--- src/rtl/vsub_pipe.sv ---
// vsub_pipe: two-stage packed-lane vector subtractor, c = a - b per lane.
// Ports: clk, rst_n, in_valid/in_ready/a/b/sat in, out_valid/out_ready/c/borrow/ovf out.
module vsub_pipe #(
  parameter int LANE_W = 4,
  parameter int DATA_W = 8
) (
  input  logic                       clk,
  input  logic                       rst_n,
  input  logic                       in_valid,
  output logic                       in_ready,
  input  logic [DATA_W-1:0]          a,
  input  logic [DATA_W-1:0]          b,
  input  logic                       sat,
  output logic                       out_valid,
  input  logic                       out_ready,
  output logic [DATA_W-1:0]          c,
  output logic [DATA_W/LANE_W-1:0]   borrow,
  output logic [DATA_W/LANE_W-1:0]   ovf
);

  localparam int NL = DATA_W / LANE_W;

  localparam logic [LANE_W-1:0] LMAX =
    {1'b0, {(LANE_W-1){1'b1}}};
  localparam logic [LANE_W-1:0] LMIN =
    {1'b1, {(LANE_W-1){1'b0}}};

  logic              s1_valid;
  logic [DATA_W-1:0] s1_a;
  logic [DATA_W-1:0] s1_b;
  logic              s1_sat;
  logic              s2_valid;

  logic              s1_adv;
  logic              s2_adv;

  logic [DATA_W-1:0] c_n;
  logic [NL-1:0]     bo_n;
  logic [NL-1:0]     ov_n;

  assign s2_adv    = ~s2_valid | out_ready;
  assign s1_adv    = ~s1_valid | s2_adv;
  assign in_ready  = s1_adv;
  assign out_valid = s2_valid;

  always_ff @(posedge clk or negedge rst_n) begin
    if (!rst_n) begin
      s1_valid <= 1'b0;
      s1_a     <= '0;
      s1_b     <= '0;
      s1_sat   <= 1'b0;
    end else if (s1_adv) begin
      s1_valid <= in_valid;
      if (in_valid) begin
        s1_a   <= a;
        s1_b   <= b;
        s1_sat <= sat;
      end
    end
  end

  // Each lane gets its own LANE_W+1 bit subtract so no borrow
  // can leak into the neighbouring lane.
  for (genvar i = 0; i < NL; i++) begin : g_lane
    logic [LANE_W-1:0] al;
    logic [LANE_W-1:0] bl;
    logic [LANE_W-1:0] wr;
    logic [LANE_W:0]   d;

    assign al = s1_a[i*LANE_W +: LANE_W];
    assign bl = s1_b[i*LANE_W +: LANE_W];
    assign d  = {1'b0, al} - {1'b0, bl};
    assign wr = d[LANE_W-1:0];

    assign bo_n[i] = d[LANE_W];
    // Signs differ and the result sign left the minuend's sign.
    assign ov_n[i] = (al[LANE_W-1] != bl[LANE_W-1]) &
                     (wr[LANE_W-1] != al[LANE_W-1]);

    assign c_n[i*LANE_W +: LANE_W] =
      (s1_sat & ov_n[i]) ? (al[LANE_W-1] ? LMIN : LMAX) : wr;
  end

  always_ff @(posedge clk or negedge rst_n) begin
    if (!rst_n) begin
      s2_valid <= 1'b0;
      c        <= '0;
      borrow   <= '0;
      ovf      <= '0;
    end else if (s2_adv) begin
      s2_valid <= s1_valid;
      if (s1_valid) begin
        c      <= c_n;
        borrow <= bo_n;
        ovf    <= ov_n;
      end
    end
  end

endmodule
--- config.mk ---
export PLATFORM = sky130hd
export DESIGN_NAME = vsub_pipe
export DESIGN_NICKNAME = d
export VERILOG_FILES = /design/src/rtl/vsub_pipe.sv
export SDC_FILE = /design/constraint.sdc
export NUM_CORES = 1
export LEC_CHECK = 0
export CAP_MARGIN = 20
export CORE_ASPECT_RATIO = 1.5
export CORE_MARGIN = 2
export CORE_UTILIZATION = 51
export CTS_CLUSTER_DIAMETER = 50
export DETAILED_ROUTE_END_ITERATION = 7
export PLACE_DENSITY = 0.81
export RECOVER_POWER = 50
export REMOVE_ABC_BUFFERS = 1
export SYNTH_ARGS = -nofsm -noshare
export SYNTH_HDL_FRONTEND = slang
export SYNTH_SLANG_ARGS = --single-unit
--- constraint.sdc ---
create_clock -name clk -period 2.2 [get_ports clk]
set_input_delay 0.33 -clock clk [delete_from_list [all_inputs] [get_ports clk]]
set_output_delay 0.33 -clock clk [all_outputs]
set_load 0.03 [all_outputs]
==> impl_metrics.csv, run 1 <==
group,metric,value,unit
critical_path,worstPathRequired,1.87,ns
die,start_util,0.538,
run,drv_cap,0,
layout,seq_area,776,um2
sta,min_period,2.09,ns
drt,vias_per_cell,5.70,
logic_synthesis,synthFlopType,"dfrtp_1",
layout,n_antenna_cell,0,
die,die_area,0.00385,mm2
logic_synthesis,netlist_area,0.00172,mm2
min_path,min_path_type,"register to register",
power_and_ir_drop,p_sw_frac,0.372,
clock_network,cts_tree,"done",
die,die_height,75.0,um
sta,final_hold_viol_count,0,
layout,final_common_cell,"clkdlybuf4s50_1",
layout,multi_input_area,845,um2
sta,slew_headroom,0.501,
logic_synthesis,synthTopCellsByArea,"dfrtp_1 45%, mux2_2 11%, ha_1 5.8%",
critical_path,critPathCaptureType,"output pin",
clock_network,cts_setup_buffers,0,
logic_synthesis,synthCells,157,
clock_network,numCtsBuffers,5,
logic_synthesis,ys_types,40,
power_and_ir_drop,clock_power_share,0.183,
logic_synthesis,netlist.area_leader.share,0.452,
drt,firstDrtPassIters,4,
power_and_ir_drop,p_leak,0.943,nW
placed_design,io_buffers,34,
power_and_ir_drop,pwr-share-seq,0.372,
placed_design,hpwl,2590,um
sta,rsz0062_at_grt,"no",
layout,mostFrequentLayoutCells,"33 x clkdlybuf4s50_1, 31 x dfrtp_1, 17 x mux2_2, 15 x inv_1, 12 x nand2_1",
drt,post-route-drc-count,0,
clock_network,cts_buffer_depth,2,
die,coreArea,0.00319,mm2
sta,fin_tns_setup,0,ns
sta,finalSetupViolations,0,
layout,fillerInstances,268,
logic_synthesis,async_reset_ff_frac,1.00,
global_routing,grtUsageTotal,0.197,
critical_path,critPathLaunchType,"input port",
placed_design,place_congestion,0.909,
clock_network,cts.htree.levels,2,
power_and_ir_drop,power_density,1010,mW/mm2
sta,clock_skew,0.00299,ns
die,fp.dieW,51.4,um
sta,period_share,0.951,
logic_synthesis,yosysTopAreaCell,"dfrtp_1",
clock_network,cts_root_buf,"clkbuf_8",
global_routing,grt_pass1_vias,1318,
logic_synthesis,ys_warn_count,0,
power_and_ir_drop,power_frac_comb,0.445,
clock_network,clk_pin_slew,0.06,ns
global_routing,grt_pass1_wl,5610,um
sta,worst_pin_slew,0.749,ns
critical_path,cp_max_fo,5,
clock_network,clkLatencyLatePin,0.28,ns
layout,nets,226,
logic_synthesis,synth_edf_count,0,
die,io_pins,35,
clock_network,ctsResizeCount,0,
power_and_ir_drop,p_int,0.00137,W
logic_synthesis,syn_avg_cell_area,10.9,um2
drt,wl_per_cell,14.3,um
sta,final-max-slew-violation-count,0,
outcome,status,"finished, final reports clean",
layout,layout-drive-gt1-share,0.155,
critical_path,path_class,"input port to output pin",
drt,detail_route.wirelength,3350,um
drt,antenna_left,0,
power_and_ir_drop,switching_power,0.000809,W
sta,max_freq,478,MHz
logic_synthesis,ys_ff_latch,31,
power_and_ir_drop,power,0.00217,W
global_routing,antenna_found_initial,0,
clock_network,cts-hold-fix-buffers,0,
layout,syn_to_final_growth,25.5,%
die,rows,25,
global_routing,grt-ovfl-total,0,
global_routing,grt_max_degree,32,
drt,drtIter0Drc,12,
critical_path,critPathArrivalTime,1.76,ns
power_and_ir_drop,peakVddDrop,0.000620,V
clock_network,cts.sinks,31,
logic_synthesis,synth-seq-area-share,0.452,
drt,vias,1334,
==> cell usage after synthesis, types with 2 or more instances <==
| cell | n |
|---|---|
| dfrtp_1 | 31 |
| mux2_2 | 17 |
| inv_1 | 15 |
| nand2_1 | 11 |
| ha_1 | 8 |
| nor2_1 | 7 |
| nor4_1 | 5 |
| o31ai_1 | 5 |
| a21oi_1 | 4 |
| buf_2 | 4 |
| nand2b_1 | 4 |
| nor3_1 | 4 |
| o21ai_0 | 4 |
| nor2b_1 | 3 |
| o21a_1 | 3 |
| o311ai_0 | 3 |
| fa_1 | 2 |
| nand2_4 | 2 |
| nand3_1 | 2 |
| o211ai_1 | 2 |
| o41ai_1 | 2 |
==> area by class of cell <==
| class | instances | area share |
|---|---|---|
| Multi-Input combinational cell | 106 | 0.392 |
| Sequential cell | 31 | 0.360 |
| Timing Repair Buffer | 36 | 0.164 |
| Clock buffer | 6 | 0.0337 |
| Inverter | 15 | 0.0262 |
| Tap cell | 40 | 0.0233 |
==> path summary, 6_finish.rpt <==
path / startpoint / endpoint / slack (ns) / cells past startpoint
hold reg to reg: c[3] / c[3] / 0.47 / 2
hold / removal: c[3] / c[3] / 0.47 / 2
max in group asynchronous: rst_n / s1_a[6] / 1.08 / 2
setup / recovery: out_ready / in_ready / 0.11 / 4
min in group asynchronous: rst_n / s1_b[1] / 0.64 / 2
setup reg to reg: s1_a[4] / c[6] / 0.37 / 8
==> power groups by stage <==
stage	Sequential [W]	Clock (W)	Combinational [W]
after floorplan	0.000983	0	0.000449
after global placement	0.000807	0	0.000943
after detailed placement	0.000820	0	0.000968
after CTS	0.000810	0.000409	0.000975
after global routing	0.000828	0.000430	0.00105
final	0.000809	0.000398	0.000967
==> cells by family after synthesis <==
group	after synthesis	share of synthesized area
xor gates and xnor gates	1	0.00511
AOI/OAI and AO/OA	32	0.143
buffers and inverters	20	0.0511
and+or+nand+nor	46	0.155
DFF	31	0.452
adders and majority gates	10	0.0817
muxes	17	0.112
==> layer usage <==
| layer | vias to the layer above | GRT usage | wire, um |
|---|---|---|---|
| li1 | 637 | - | - |
| met1 | 642 | 0.214 | 1290 |
| met2 | 43 | 0.341 | 1780 |
| met3 | 12 | 0.0575 | 184 |
| met4 | 0 | 0.117 | 86 |
| met5 | - | 0 | 0 |
==> state kept, by name, summed over array words and instances, names as in the netlist <==
name	cells
c	8
s1_a	8
s1_b	8
borrow	2
ovf	2
out_valid	1
s1_sat	1
s1_valid	1
==> worst max-delay path, cell delays in order <==
cell	delay (ns)
clkdlybuf4s50_1	0.48
and2b_4	0.21
nand2_4	0.07
clkdlybuf4s50_1	0.67
==> stage by stage <==
stage	setup WS (ns)	area, um2	instances	utilization	hold WS (ns)
after floorplan	0.544	1680	152	-	0.0344
after global placement	0.126	2090	228	0.655	0.464
after detailed placement	0.0883	2090	228	0.655	0.469
after CTS	0.0820	2160	234	0.678	0.450
after global routing	0.0750	2150	234	0.675	0.496
final	0.108	2150	234	0.675	0.472
Note: power is estimated with default switching activity, not from simulation.
==> run 2, diff against run 1 <==
Settings changed: CORE_UTILIZATION 51 to 45, PLACE_DENSITY 0.81 to 0.73.
==> impl_metrics.csv, run 2 (same netlist as run 1, synthesis figures left out) <==
group,metric,value,unit
critical_path,crit_chain,"clkdlybuf4s50_1 > and2b_4 > nand2_4 > clkdlybuf4s50_1",
sta,rsz0062_at_grt,"no",
sta,period_share,0.948,
clock_network,cts_setup_buffers,0,
sta,finalSetupViolations,0,
critical_path,cpMostUsedCell,"clkdlybuf4s50_1",
global_routing,busiest_layer,"met2",
layout,layout-drive-gt1-share,0.168,
layout,mostFrequentLayoutCells,"33 x clkdlybuf4s50_1, 31 x dfrtp_1, 17 x mux2_2, 15 x inv_1, 12 x nand2_1",
clock_network,cts_buffer_depth,2,
drt,vias_per_cell,5.44,
die,fp.dieW,54.4,um
drt,drtIter0Drc,26,
power_and_ir_drop,power_density,1070,mW/mm2
global_routing,met2_usage,0.293,
critical_path,critPathCaptureType,"output pin",
die,start_util,0.470,
global_routing,grt_pass1_vias,1345,
placed_design,place_congestion,0.819,
critical_path,critPathArrivalTime,1.76,ns
run,drv_cap,0,
layout,n_antenna_cell,0,
layout,finalNonFillerCells,239,
clock_network,cts-hold-fix-buffers,0,
global_routing,gr-usage-met3,0.0599,
clock_network,cts.sinks,31,
layout,final_common_cell,"clkdlybuf4s50_1",
die,rows,27,
layout,reg_top3,"c (8), s1_a (8), s1_b (8)",
critical_path,crit_path_max_incr_delay,0.66,ns
sta,final-max-slew-violation-count,0,
critical_path,critPathLaunchType,"input port",
sta,min_period,2.09,ns
global_routing,grt-ovfl-total,0,
placed_design,io_buffers,34,
layout,syn_to_final_growth,28.3,%
global_routing,antenna_found_initial,0,
layout,multi_input_area,845,um2
global_routing,use_met1,0.200,
drt,wl_per_cell,13.8,um
layout,fillerInstances,327,
global_routing,grt_max_degree,32,
clock_network,ctsResizeCount,0,
layout,stdcell_area,0.00220,mm2
sta,clock_skew,0.00639,ns
critical_path,worstPathRequired,1.87,ns
power_and_ir_drop,switching_power,0.000830,W
critical_path,cp_max_fo,5,
die,die_area,0.00433,mm2
clock_network,numCtsBuffers,5,
power_and_ir_drop,clock_power_share,0.247,
global_routing,grtUsageTotal,0.179,
global_routing,grt_pass1_wl,5660,um
min_path,min_path_type,"register to register",
critical_path,slowest_stage,"clkdlybuf4s50_1",
drt,vias,1299,
die,coreArea,0.00365,mm2
power_and_ir_drop,p_sw_frac,0.353,
sta,max_freq,479,MHz
drt,detail_route.wirelength,3290,um
critical_path,path_buf_inv,2,
clock_network,cts_tree,"done",
layout,seq_area,776,um2
placed_design,dpl.cell_count,231,
clock_network,clkLatencyLatePin,0.29,ns
power_and_ir_drop,p_leak,0.967,nW
placed_design,hpwl,2530,um
drt,post-route-drc-count,0,
clock_network,cts_root_buf,"clkbuf_8",
sta,worst_pin_slew,0.756,ns
sta,slew_headroom,0.496,
power_and_ir_drop,peakVddDrop,0.000723,V
die,die_height,79.6,um
sta,fin_tns_setup,0,ns
critical_path,cp_top_family,"buffers and inverters",
power_and_ir_drop,p_int,0.00152,W
drt,firstDrtPassIters,4,
power_and_ir_drop,power_frac_comb,0.411,
power_and_ir_drop,power,0.00235,W
critical_path,path_class,"input port to output pin",
die,io_pins,35,
outcome,status,"finished, final reports clean",
clock_network,clk_pin_slew,0.06,ns
sta,final_hold_viol_count,0,
drt,antenna_left,0,
power_and_ir_drop,pwr-share-seq,0.342,
clock_network,cts.htree.levels,2,
layout,nets,226,
placed_design,placed_area,0.00209,mm2
## run 2: changes by cell type in the layout (fill, tap and decap cells not counted)
cell and change:
bufinv_16 +1, clkbuf_8 +1, clkbuf_1 -1, clkinv_2 +1
## run 2: worst paths after layout
| check | start | slack (ns) | cells past startpoint | end |
|---|---|---|---|---|
| hold / removal | c[3] | 0.48 | 2 | c[3] |
| max in group asynchronous | rst_n | 1.09 | 2 | ovf[1] |
| hold reg to reg | c[3] | 0.48 | 2 | c[3] |
| setup reg to reg | s1_a[3] | 0.36 | 5 | c[2] |
| min in group asynchronous | rst_n | 0.64 | 2 | s1_a[1] |
| setup / recovery | out_ready | 0.11 | 4 | in_ready |
## run 2: final cells by class
| cell class | count | area share |
|---|---|---|
| Clock buffer | 6 | 0.0375 |
| Clock inverter | 2 | 0.0159 |
| Inverter | 15 | 0.0256 |
| Multi-Input combinational cell | 106 | 0.384 |
| Sequential cell | 31 | 0.352 |
| Tap cell | 43 | 0.0244 |
| Timing Repair Buffer | 36 | 0.160 |
## run 2: power by group through the flow
stage | clock network (W) | registers, W | logic, W
final | 0.000581 | 0.000803 | 0.000966
after global routing | 0.000622 | 0.000823 | 0.00106
after CTS | 0.000594 | 0.000806 | 0.000975
after detailed placement | 0 | 0.000817 | 0.000969
after global placement | 0 | 0.000803 | 0.000945
after floorplan | 0 | 0.000983 | 0.000449
## run 2: routing by layer
layer	up-vias	wire length (um)
li1	644	-
met1	611	1360
met2	35	1680
met3	9	161
met4	0	89
met5	-	0
## run 2: worst register-to-register path, stage by stage (launching register included)
cell	delay, ns
dfrtp_1	0.48
ha_1	0.39
nand2b_2	0.24
nor3_1	0.22
a2111oi_0	0.15
a211o_1	0.24
## run 2: metrics by stage
stage	utilization	hold slack, ns	worst slack, ns
6_report	0.603	0.481	0.114
5_1_grt	0.603	0.520	0.0920
4_1_cts	0.606	0.441	0.0972
3_5_place_dp	0.574	0.471	0.0982
3_3_place_gp	0.574	0.464	0.121
2_1_floorplan	-	0.0344	0.544
==> run 3, diff against run 2 <==
Settings changed: CORE_ASPECT_RATIO 1.5 to not set, RECOVER_POWER 50 to 25.
==> impl_metrics.csv, run 3 (same netlist as run 1, synthesis figures left out) <==
group,metric,value,unit
critical_path,cpMostUsedCell,"clkdlybuf4s50_1",
die,die_height,65.7,um
drt,wl_per_cell,13.7,um
layout,seq_area,776,um2
outcome,status,"finished, final reports clean",
layout,fillerInstances,321,
critical_path,path_class,"input port to output pin",
clock_network,cts.sinks,31,
drt,vias_per_cell,5.15,
power_and_ir_drop,power_density,1040,mW/mm2
critical_path,path_buf_inv,2,
run,drv_cap,0,
placed_design,placed_area,0.00210,mm2
placed_design,dpl.cell_count,236,
clock_network,clk_pin_slew,0.07,ns
placed_design,pre_cts_ws,0.100,ns
clock_network,cts_setup_buffers,0,
layout,reg_top3,"c (8), s1_a (8), s1_b (8)",
clock_network,numCtsBuffers,5,
sta,final_hold_viol_count,0,
global_routing,grt_pass1_wl,5590,um
critical_path,cp_num_cells,4,
sta,clock_skew,0.00915,ns
min_path,hold_start,"c[6]",
critical_path,critPathArrivalTime,1.77,ns
drt,antenna_left,0,
critical_path,slowest_stage,"clkdlybuf4s50_1",
critical_path,crit_path_max_incr_delay,0.67,ns
min_path,hold_depth,2,
clock_network,cts_buffer_depth,2,
critical_path,r2r_start,"s1_a[3]",
sta,final-max-slew-violation-count,0,
die,die_area,0.00432,mm2
sta,worst_slack,0.0964,ns
critical_path,worstPathRequired,1.87,ns
critical_path,r2r_cells,5,
sta,period_share,0.956,
die,coreArea,0.00366,mm2
critical_path,startpoint,"out_ready",
layout,nets,226,
layout,mostFrequentLayoutCells,"33 x clkdlybuf4s50_1, 31 x dfrtp_1, 17 x mux2_2, 15 x inv_1, 11 x nand2_1",
global_routing,grt_max_degree,32,
sta,worst_pin_slew,0.745,ns
clock_network,clkLatencyLatePin,0.29,ns
drt,post-route-drc-count,0,
sta,finalSetupViolations,0,
min_path,min_path_type,"register to register",
global_routing,grtUsageTotal,0.173,
critical_path,cp_max_fo,5,
layout,layout-drive-gt1-share,0.168,
die,rows,22,
layout,finalNonFillerCells,244,
critical_path,crit_chain,"clkdlybuf4s50_1 > and2b_4 > nand2_4 > clkdlybuf4s50_1",
drt,vias,1257,
global_routing,grt_pass1_vias,1260,
layout,syn_to_final_growth,28.1,%
die,io_pins,35,
layout,post-route-util,0.600,
layout,stdcell_area,0.00220,mm2
clock_network,ctsResizeCount,0,
layout,n_antenna_cell,0,
layout,multi_input_area,852,um2
drt,firstDrtPassIters,4,
critical_path,critPathCaptureType,"output pin",
clock_network,cts_root_buf,"clkbuf_8",
sta,fin_tns_setup,0,ns
critical_path,critPathLaunchType,"input port",
sta,min_period,2.10,ns
placed_design,place_congestion,0.826,
global_routing,grt-ovfl-total,0,
drt,drtIter0Drc,55,
placed_design,io_buffers,34,
global_routing,antenna_found_initial,0,
drt,detail_route.wirelength,3350,um
power_and_ir_drop,p_leak,0.960,nW
placed_design,hpwl,2460,um
clock_network,cts_tree,"done",
critical_path,cp_top_family,"buffers and inverters",
die,fp.dieW,65.7,um
clock_network,cts.htree.levels,2,
layout,final_common_cell,"clkdlybuf4s50_1",
sta,max_freq,475,MHz
sta,rsz0062_at_grt,"no",
clock_network,cts-hold-fix-buffers,0,
sta,slew_headroom,0.504,
die,start_util,0.469,
power_and_ir_drop,peakVddDrop,0.000428,V
[run 3: cell count changes in the layout (fill, tap and decap cells not counted), sizes merged]
cell    change
clkinv      -1
bufinv      -1
clkbuf      +2
[run 3: routing by layer]
| metal | global-route usage | part of all wire | wire [um] |
|---|---|---|---|
| met1 | 0.209 | 0.47 | 1570 |
| met3 | 0.0445 | 0.042 | 141 |
| met2 | 0.284 | 0.47 | 1570 |
| met4 | 0.0859 | 0.021 | 69 |
| met5 | 0 | 0 | 0 |
[run 3: worst paths after layout]
check | endpoint | slack (ns)
max in group asynchronous | s1_b[5] | 1.08
worst min-delay path | c[6] | 0.48
worst max register to register | c[2] | 0.30
worst max-delay path | in_ready | 0.1
min in group asynchronous | s1_valid | 0.64
worst min register to register | c[6] | 0.48
[run 3: cell type report]
| type | count | share of cell area |
|---|---|---|
| inverters | 15 | 0.0256 |
| multi-input cells | 106 | 0.388 |
| repair buffers | 36 | 0.161 |
| clock buffers | 8 | 0.0456 |
| flip-flops and latches | 31 | 0.353 |
| well taps | 48 | 0.0273 |
[run 3: power by group]
part           internal [W]  switching, W
sequential         0.000711     0.0000912
clock              0.000285      0.000208
combinational      0.000446      0.000533
[run 3: worst min-delay path: cells and delay by family, from the launching register on]
| family | cells | cell delay [ns] |
|---|---|---|
| flops | 1 | 0.34 |
| simple gates | 1 | 0.05 |
| compound gates | 1 | 0.05 |
[run 3: stage by stage]
stage | total power (W) | hold WS (ns)
finish | 0.00227 | 0.479
global route | 0.00241 | 0.497
CTS | 0.00229 | 0.449
detailed placement | 0.00179 | 0.473
global placement | 0.00176 | 0.463
floorplan | 0.00143 | 0.0344
